**src/rtl/calc_pkg.sv**
```systemverilog
// Shared key-code constants, debounce state type and key classification helpers
// for the keypad entry path.
package calc_pkg;

  localparam logic [3:0] KEY_ADD = 4'd10;
  localparam logic [3:0] KEY_SUB = 4'd11;
  localparam logic [3:0] KEY_MUL = 4'd12;
  localparam logic [3:0] KEY_DIV = 4'd13;
  localparam logic [3:0] KEY_CLR = 4'd14;
  localparam logic [3:0] KEY_EQ  = 4'd15;

  typedef enum logic [1:0] {
    ST_IDLE,
    ST_PRESS_WAIT,
    ST_HELD,
    ST_RELEASE_WAIT
  } deb_state_e;

  function automatic logic is_digit(input logic [3:0] k);
    return k <= 4'd9;
  endfunction

  // CLR is the only non-digit key that does not hand off an operand.
  function automatic logic is_op(input logic [3:0] k);
    return (k >= KEY_ADD) && (k != KEY_CLR);
  endfunction

endpackage

```
**src/rtl/key_debounce.sv**
```systemverilog
// Press/release debouncer: emits a one-cycle accept with the key code once per
// physical press that stays stable for DEBOUNCE_CYCLES samples.
//
// state           | meaning
// ST_IDLE         | no key present, waiting for KeyRead
// ST_PRESS_WAIT   | key present, counting stable samples of cand_key
// ST_HELD         | press accepted, waiting for release
// ST_RELEASE_WAIT | key absent, counting stable release samples
module key_debounce
  import calc_pkg::*;
#(
  parameter int DEBOUNCE_CYCLES = 20000
) (
  input  logic       CLK,
  input  logic       RESET,
  input  logic [3:0] BCDKey,
  input  logic       KeyRead,
  output logic       accept,
  output logic [3:0] acc_key
);

  localparam int CNT_W = $clog2(DEBOUNCE_CYCLES);
  localparam logic [CNT_W-1:0] CNT_TC = CNT_W'(DEBOUNCE_CYCLES - 1);

  deb_state_e       state, state_nxt;
  logic [CNT_W-1:0] cnt, cnt_nxt;
  logic [3:0]       cand_key, cand_nxt;
  logic             accept_nxt;
  logic [3:0]       acc_key_nxt;

  always_ff @(posedge CLK or posedge RESET) begin
    if (RESET) begin
      state    <= ST_IDLE;
      cnt      <= '0;
      cand_key <= '0;
      accept   <= 1'b0;
      acc_key  <= '0;
    end else begin
      state    <= state_nxt;
      cnt      <= cnt_nxt;
      cand_key <= cand_nxt;
      accept   <= accept_nxt;
      acc_key  <= acc_key_nxt;
    end
  end

  always_comb begin
    state_nxt   = state;
    cnt_nxt     = cnt;
    cand_nxt    = cand_key;
    accept_nxt  = 1'b0;
    acc_key_nxt = acc_key;
    case (state)
      ST_IDLE: begin
        if (KeyRead) begin
          cand_nxt  = BCDKey;
          cnt_nxt   = '0;
          state_nxt = ST_PRESS_WAIT;
        end
      end
      ST_PRESS_WAIT: begin
        if (!KeyRead) begin
          cnt_nxt   = '0;
          state_nxt = ST_IDLE;
        end else if (BCDKey != cand_key) begin
          cand_nxt = BCDKey;
          cnt_nxt  = '0;
        end else if (cnt == CNT_TC) begin
          accept_nxt  = 1'b1;
          acc_key_nxt = cand_key;
          state_nxt   = ST_HELD;
        end else begin
          cnt_nxt = cnt + CNT_W'(1);
        end
      end
      ST_HELD: begin
        if (!KeyRead) begin
          cnt_nxt   = '0;
          state_nxt = ST_RELEASE_WAIT;
        end
      end
      ST_RELEASE_WAIT: begin
        // A return of KeyRead here is contact bounce, not a new press.
        if (KeyRead) begin
          state_nxt = ST_HELD;
        end else if (cnt == CNT_TC) begin
          cnt_nxt   = '0;
          state_nxt = ST_IDLE;
        end else begin
          cnt_nxt = cnt + CNT_W'(1);
        end
      end
      default: state_nxt = ST_IDLE;
    endcase
  end

endmodule

```
**src/rtl/key_entry.sv**
```systemverilog
// Keypad entry: shifts debounced digit keys into a packed-BCD register and hands
// the operand plus operator code to the calculator core with a one-cycle strobe.
module key_entry
  import calc_pkg::*;
#(
  parameter int DEBOUNCE_CYCLES = 20000,
  parameter int NUM_DIGITS      = 4
) (
  input  logic                             CLK,
  input  logic                             RESET,
  input  logic [3:0]                       BCDKey,
  input  logic                             KeyRead,
  output logic [4*NUM_DIGITS-1:0]          entry,
  output logic [$clog2(NUM_DIGITS+1)-1:0]  digit_count,
  output logic [4*NUM_DIGITS-1:0]          operand,
  output logic [3:0]                       op_code,
  output logic                             op_valid,
  output logic                             entry_full
);

  localparam int CW = $clog2(NUM_DIGITS + 1);

  logic       accept;
  logic [3:0] acc_key;

  key_debounce #(
    .DEBOUNCE_CYCLES(DEBOUNCE_CYCLES)
  ) u_debounce (
    .CLK    (CLK),
    .RESET  (RESET),
    .BCDKey (BCDKey),
    .KeyRead(KeyRead),
    .accept (accept),
    .acc_key(acc_key)
  );

  assign entry_full = (digit_count == CW'(NUM_DIGITS));

  always_ff @(posedge CLK or posedge RESET) begin
    if (RESET) begin
      entry       <= '0;
      digit_count <= '0;
      operand     <= '0;
      op_code     <= '0;
      op_valid    <= 1'b0;
    end else begin
      op_valid <= 1'b0;
      if (accept) begin
        if (is_digit(acc_key)) begin
          // Digits beyond capacity are dropped so the operand never truncates.
          if (!entry_full) begin
            entry       <= {entry[4*NUM_DIGITS-5:0], acc_key};
            digit_count <= digit_count + CW'(1);
          end
        end else if (is_op(acc_key)) begin
          operand     <= entry;
          op_code     <= acc_key;
          op_valid    <= 1'b1;
          entry       <= '0;
          digit_count <= '0;
        end else begin
          entry       <= '0;
          digit_count <= '0;
        end
      end
    end
  end

endmodule
```
**config.mk**
```make
export PLATFORM = sky130hd
export DESIGN_NAME = key_entry
export DESIGN_NICKNAME = d
export VERILOG_FILES = /design/src/rtl/calc_pkg.sv /design/src/rtl/key_debounce.sv /design/src/rtl/key_entry.sv
export SDC_FILE = /design/constraint.sdc
export NUM_CORES = 1
export LEC_CHECK = 0
export ABC_CLOCK_PERIOD_IN_PS = 2400
export CAP_MARGIN = 20
export CELL_PAD_IN_SITES_DETAIL_PLACEMENT = 1
export CELL_PAD_IN_SITES_GLOBAL_PLACEMENT = 1
export CORE_MARGIN = 4
export CORE_UTILIZATION = 25
export CTS_CLUSTER_DIAMETER = 100
export CTS_CLUSTER_SIZE = 20
export DETAILED_ROUTE_END_ITERATION = 6
export PLACE_DENSITY = 0.62
export REMOVE_ABC_BUFFERS = 1
export SYNTH_ARGS = -nofsm -noshare
export SYNTH_HDL_FRONTEND = slang
export SYNTH_SLANG_ARGS = --single-unit
```
**constraint.sdc**
```tcl
create_clock -name CLK -period 2.4 [get_ports CLK]
set_clock_uncertainty 0.15 [all_clocks]
set_input_delay 0.6 -clock CLK [delete_from_list [all_inputs] [get_ports CLK]]
set_output_delay 0.6 -clock CLK [all_outputs]
set_load 0.05 [all_outputs]
```
# Yosys cells after proc, flatten, opt, wreduce, memory -nomap -nowiden

Cells that the tools add are included.

Register bits after elaboration: 66
Bits in latches: 0
RAM bits: 0
ROM bits: 0
Input bits: 7
Output and inout bits: 41
Word-level logic and storage cells: 73
Memories kept: 0

Add/sub/neg operators: 2
Multipliers: 0
Div/mod/pow operators: 0
Magnitude comparators: 2
Equality and inequality tests: 17
Shift-type cells: 0
Mux-type cells: 31
Bitwise logic cells: 2
Reductions and logical operators: 9

Operators with widths:

| kind                                                     | count |
|---|---|
| 2-to-1 mux 15 bit                                        | 7 |
| one-hot mux 15 bit (4 select lines)                      | 1 |
| 2-to-1 mux 16 bit                                        | 2 |
| adder 15 x 1 -> 15 bit, second input constant            | 1 |
| equality test 15 bit, second input constant              | 1 |
| 2-to-1 mux 2 bit                                         | 7 |
| 2-to-1 mux 4 bit                                         | 3 |
| AND reduction 4 bit                                      | 3 |
| != test 2 bit, second input constant                     | 5 |
| one-hot mux 2 bit (4 select lines)                       | 1 |
| one-hot mux 4 bit (2 select lines)                       | 1 |
| 2-to-1 mux 1 bit                                         | 7 |
| 2-to-1 mux 3 bit                                         | 2 |
| != test 3 x 2 -> 1 bit, second input constant            | 2 |
| AND reduction 5 bit                                      | 1 |
| equality test 2 bit, second input constant               | 2 |
| greater-or-equal comparator 4 bit, second input constant | 1 |
| less-or-equal comparator 4 bit, second input constant    | 1 |
| != test 4 x 3 -> 1 bit, second input constant            | 1 |
| != test 4 bit                                            | 1 |
| != test 4 bit, second input constant                     | 1 |
| adder 3 x 1 -> 3 bit, second input constant              | 1 |
| equality test 3 bit, second input constant               | 1 |
| != test 3 bit, second input constant                     | 1 |
| other kinds (8)                                          | 9 |

# Longest topological paths before layout

Depth after elaboration: 5
Depth in mapped cells: 7
Mapped depth without buffers: 6

# Cells and area by module

From an unflattened synthesis, not the netlist that was laid out.

Cell total of the unflattened synthesis: 248
Area total of the unflattened synthesis: 3069.2 um^2

By module, submodules not included:

| module       | times used | cells an instance | area each (um^2) | sequential area each (um^2) |
|---|---|---|---|---|
| key_entry    | 1          | 105               | 1635.3           | 1001.0 |
| key_debounce | 1          | 143               | 1433.9           | 650.6 |

# Worst setup path after synthesis

OpenSTA, ideal clock, no wires.

Path type: register to register
Start: register u_debounce.cnt[5]
End: register u_debounce.acc_key[0]
Setup time: 0.125 ns
Data arrival time: 2.063 ns
Required time: 2.125 ns
Path slack: 0.062 ns
Stages on the path, launching flop included: 6
Path buffers: 1
Clock period less this slack: 2.338 ns
Cells stage by stage: dfrtp_1 -> buf_6 -> or4b_4 -> or4_4 -> nor2_4 -> mux2_2

Word-level cells in the longest chain between the ends: 2

Ends and longest elaborated chain:

| item                          | RTL line           | source |
|---|---|---|
| start: declaration            | key_debounce.sv:26 | `logic [CNT_W-1:0] cnt, cnt_nxt;` |
| start signal: assignment      | key_debounce.sv:40 | `cnt <= cnt_nxt;` |
| equality test 15 bit          | key_debounce.sv:68 | `end else if (cnt == CNT_TC) begin` |
| AND reduction 4 bit (no line) | n/a                |  |
| end signal: assignment        | key_debounce.sv:43 | `acc_key <= acc_key_nxt;` |
| end: declaration              | key_debounce.sv:19 | `output logic [3:0] acc_key` |

Every way passes these cells.
A chain may end at the register's enable or synchronous reset.

# Worst setup path after layout

Start: register u_debounce.cnt[13]
End: register u_debounce.cnt[10]

Word-level cells in the longest chain between the ends: 4
Elaborated cells on any way between the ends: 6
Those cells by class: eq/ne (2); mux (3); reduce/logical (1)

Ends and longest elaborated chain:

| item                                | RTL line                               | source |
|---|---|---|
| equality test 15 bit (*)            | key_debounce.sv:68, key_debounce.sv:86 |  |
| 2-to-1 mux 15 bit                   | key_debounce.sv:86                     | `end else if (cnt == CNT_TC) begin` |
| 2-to-1 mux 15 bit                   | key_debounce.sv:84                     | `if (KeyRead) begin` |
| one-hot mux 15 bit (4 select lines) | key_debounce.sv:53                     | `case (state)` |

Every way passes the cells marked *; elsewhere a longest branch is shown, timed or not. The select of a mux whose other input is x is not followed.

==> impl_metrics.py <==
metrics = {
    "pwr": {
        "p_leak_nw": 1.91,
        "power.density_mw_per_mm2": 608,
        "vdd_ir_drop_max_mv": 0.310,
    },
    "setup_path": {
        "critical-path-slowest-cell": "or4b_4",
        "criticalPathCategory": "reg2reg",
        "reg2reg_slack_ns": 0.04,
        "cp.required_ns": 2.47,
        "slowest_delay_ns": 0.56,
        "path_delay_family": "simple AND/OR/NAND/NOR gates",
        "path_max_fanout": 5,
        "crit_path_cell_trace": "or4b_4 > or4_4 > a32o_2 > a32oi_1 > o31ai_1",
        "startpoint_type": "flip-flop",
        "cp-end-kind": "flip-flop",
        "critPathBufInv": 0,
        "arrival_ns": 2.43,
    },
    "yosys": {
        "synthArstFlopShare_pct": 100,
        "synth_seq_area_share_pct": 53.2,
        "synth.distinct_cells": 54,
        "ys_warn_count": 0,
        "synth.avg_cell_area_um2": 9.89,
        "ys.flop_type": "dfrtp_1",
        "synth_edf_count": 0,
        "synth_area_mm2": 0.00311,
        "ys_seq_elements": 66,
        "synth_cells": 314,
    },
    "timing": {
        "fin_ws_ns": 0.0364,
        "hold_viol": 0,
        "hold-worst-slack_ns": 0.323,
        "period_minus_slack_ns": 2.36,
        "post-route-period-util_pct": 98.5,
        "max-slew-margin-rel_pct": 31.5,
        "slew_violations": 0,
        "setup_viol": 0,
        "rsz0062_at_grt": "true",
        "tightest_slew_ns": 1.02,
        "fmax_mhz": 423,
    },
    "clock_network": {
        "root_buffer": "clkbuf_16",
        "cts_tree": "built",
        "clkTransAtPathRegs_ns": 0.06,
        "cts_hold_buf": 0,
        "clkSinkCount": 66,
        "insertion_delay_ns": 0.34,
        "numCtsBuffers": 9,
        "cts.htree.levels": 3,
        "clockBufferDepth": 2,
    },
    "place": {
        "place_inst": 540,
        "gp_congestion": 0.796,
        "port_buffers": 47,
        "post-place-ws_ns": -0.135,
        "dp_hpwl_mm": 5.91,
    },
    "detailed_routing": {
        "firstDrtPassIters": 4,
        "drc": 0,
        "antenna_left": 0,
        "wl_per_cell_um": 15.0,
        "via_per_inst": 4.68,
        "vias": 2604,
        "drt-initial-drc-count": 179,
        "routed_wl_mm": 8.36,
    },
    "finish": {
        "final_nets": 394,
        "fin_cells": 557,
        "area_growth_pct": 37.0,
        "utilization_pct": 35.1,
        "drive_gt1_share_pct": 16.7,
        "antenna_cells": 0,
    },
    "min_path": {
        "hp-class": "reg2reg",
    },
    "die": {
        "die_width_um": 119,
        "rows": 40,
        "pin_count": 48,
        "fp.dieH_um": 119,
        "start_util_pct": 25.7,
        "coreArea_mm2": 0.0121,
        "dieArea_mm2": 0.0143,
    },
    "global_route": {
        "overflow": 0,
        "grt_pass1_wl_mm": 14.2,
        "grt.total_usage_pct": 12.6,
        "grt_pass1_vias": 2742,
        "grt_max_degree": 67,
        "antenna_found_initial": 0,
    },
    "flow_run": {
        "drv_cap": 0,
    },
    "status": {
        "status": "complete, no violations",
    },
}
timing repair:
action                                  CTS  global route
endpoints found under the setup margin    0            11
resized for setup                         0             3
setup buffers                             0             1
area by class of cell:
cell class	count	area, µm²
multi-input cells	227	1380
well taps	168	210
fillers	1403	7860
repair buffers	73	686
inverters	7	26.3
flip-flops and latches	66	1650
clock buffers	10	239
clock inverters	6	63.8
sequential cells by signal, summed over array words and instances (netlist names), named ones only:
register,cells
op_valid,1
u_debounce.acc_key,4
operand,16
op_code,4
u_debounce.accept,1
u_debounce.cand_key,4
entry,16
u_debounce.cnt,15
u_debounce.state,1
digit_count,3
through the flow:
stage / total power [mW] / setup TNS, ns / cell area (µm²)
after floorplan: 1.21 / -0.317 / 3040
after global placement: 1.26 / -0.383 / 3930
after detailed placement: 1.26 / -0.774 / 3930
after CTS: 2.64 / 0 / 4230
after global routing: 2.70 / -0.124 / 4260
final: 2.59 / 0 / 4260
worst min-delay path: stages (launching register included):
cell and delay [ns]:
dfrtp_1 0.34, nand2_1 0.05, nand2_1 0.05
synthesized netlist by cell type (4+ instances only):
master / n / area [µm²]
nor2_1: 14 / 52.6
clkbuf_1: 9 / 33.8
xnor2_1: 9 / 78.8
nand2b_1: 6 / 37.5
dfrtp_1: 66 / 1650
nor3_1: 4 / 20.0
nand3_1: 13 / 65.1
or3_1: 4 / 25.0
a21oi_1: 5 / 25.0
nor4_1: 4 / 25.0
o21a_1: 4 / 30.0
mux2_2: 5 / 56.3
inv_1: 6 / 22.5
o21ai_0: 8 / 40.0
nand2_1: 80 / 300
a22o_1: 15 / 131
nand4_1: 6 / 37.5
logic make-up after synthesis:
family,synth area share [%]
AOI/OAI and AO/OA,13.4
xor gates and xnor gates,3.10
adders and majority gates,1.21
buffers and inverters,2.94
DFF,53.2
muxes,2.13
and+or+nand+nor,24.1
per-layer routing:
metal / GRT usage (%) / routed length, µm
met5: 0 / 0
met4: 5.15 / 160
met3: 3.51 / 338
met2: 21.1 / 4160
met1: 15.2 / 3700
report_power, final:
group / switching [mW] / internal [mW]
clock: 0.515 / 0.832
sequential: 0.00859 / 1.12
combinational: 0.0687 / 0.0422
total: 0.592 / 1.99
layout by cell type, fill, tap and decap left out, drive strengths merged, types with 4 or more instances in the layout:
cell / instances
nand2: 80
dfrtp: 66
clkdlybuf4s50: 45
buf: 28
a22o: 17
nor2: 15
nand3: 13
o21ai: 12
clkbuf: 10
xnor2: 9
inv: 7
nand4: 6
nand2b: 6
a21oi: 6
mux2: 5
o21a: 4
or3: 4
nor3: 4
nor4: 4
path summary, 6_finish.rpt:
path | start | endpoint | depth (start not counted)
min in group asynchronous | RESET | op_code[3] | 3
hold reg to reg | operand[15] | operand[15] | 2
setup / recovery | u_debounce.cnt[13] | u_debounce.cnt[10] | 5
hold / removal | operand[15] | operand[15] | 2
setup reg to reg | u_debounce.cnt[13] | u_debounce.cnt[10] | 5
max in group asynchronous | RESET | u_debounce.cand_key[2] | 3
Power figures use the tool's default switching activity.
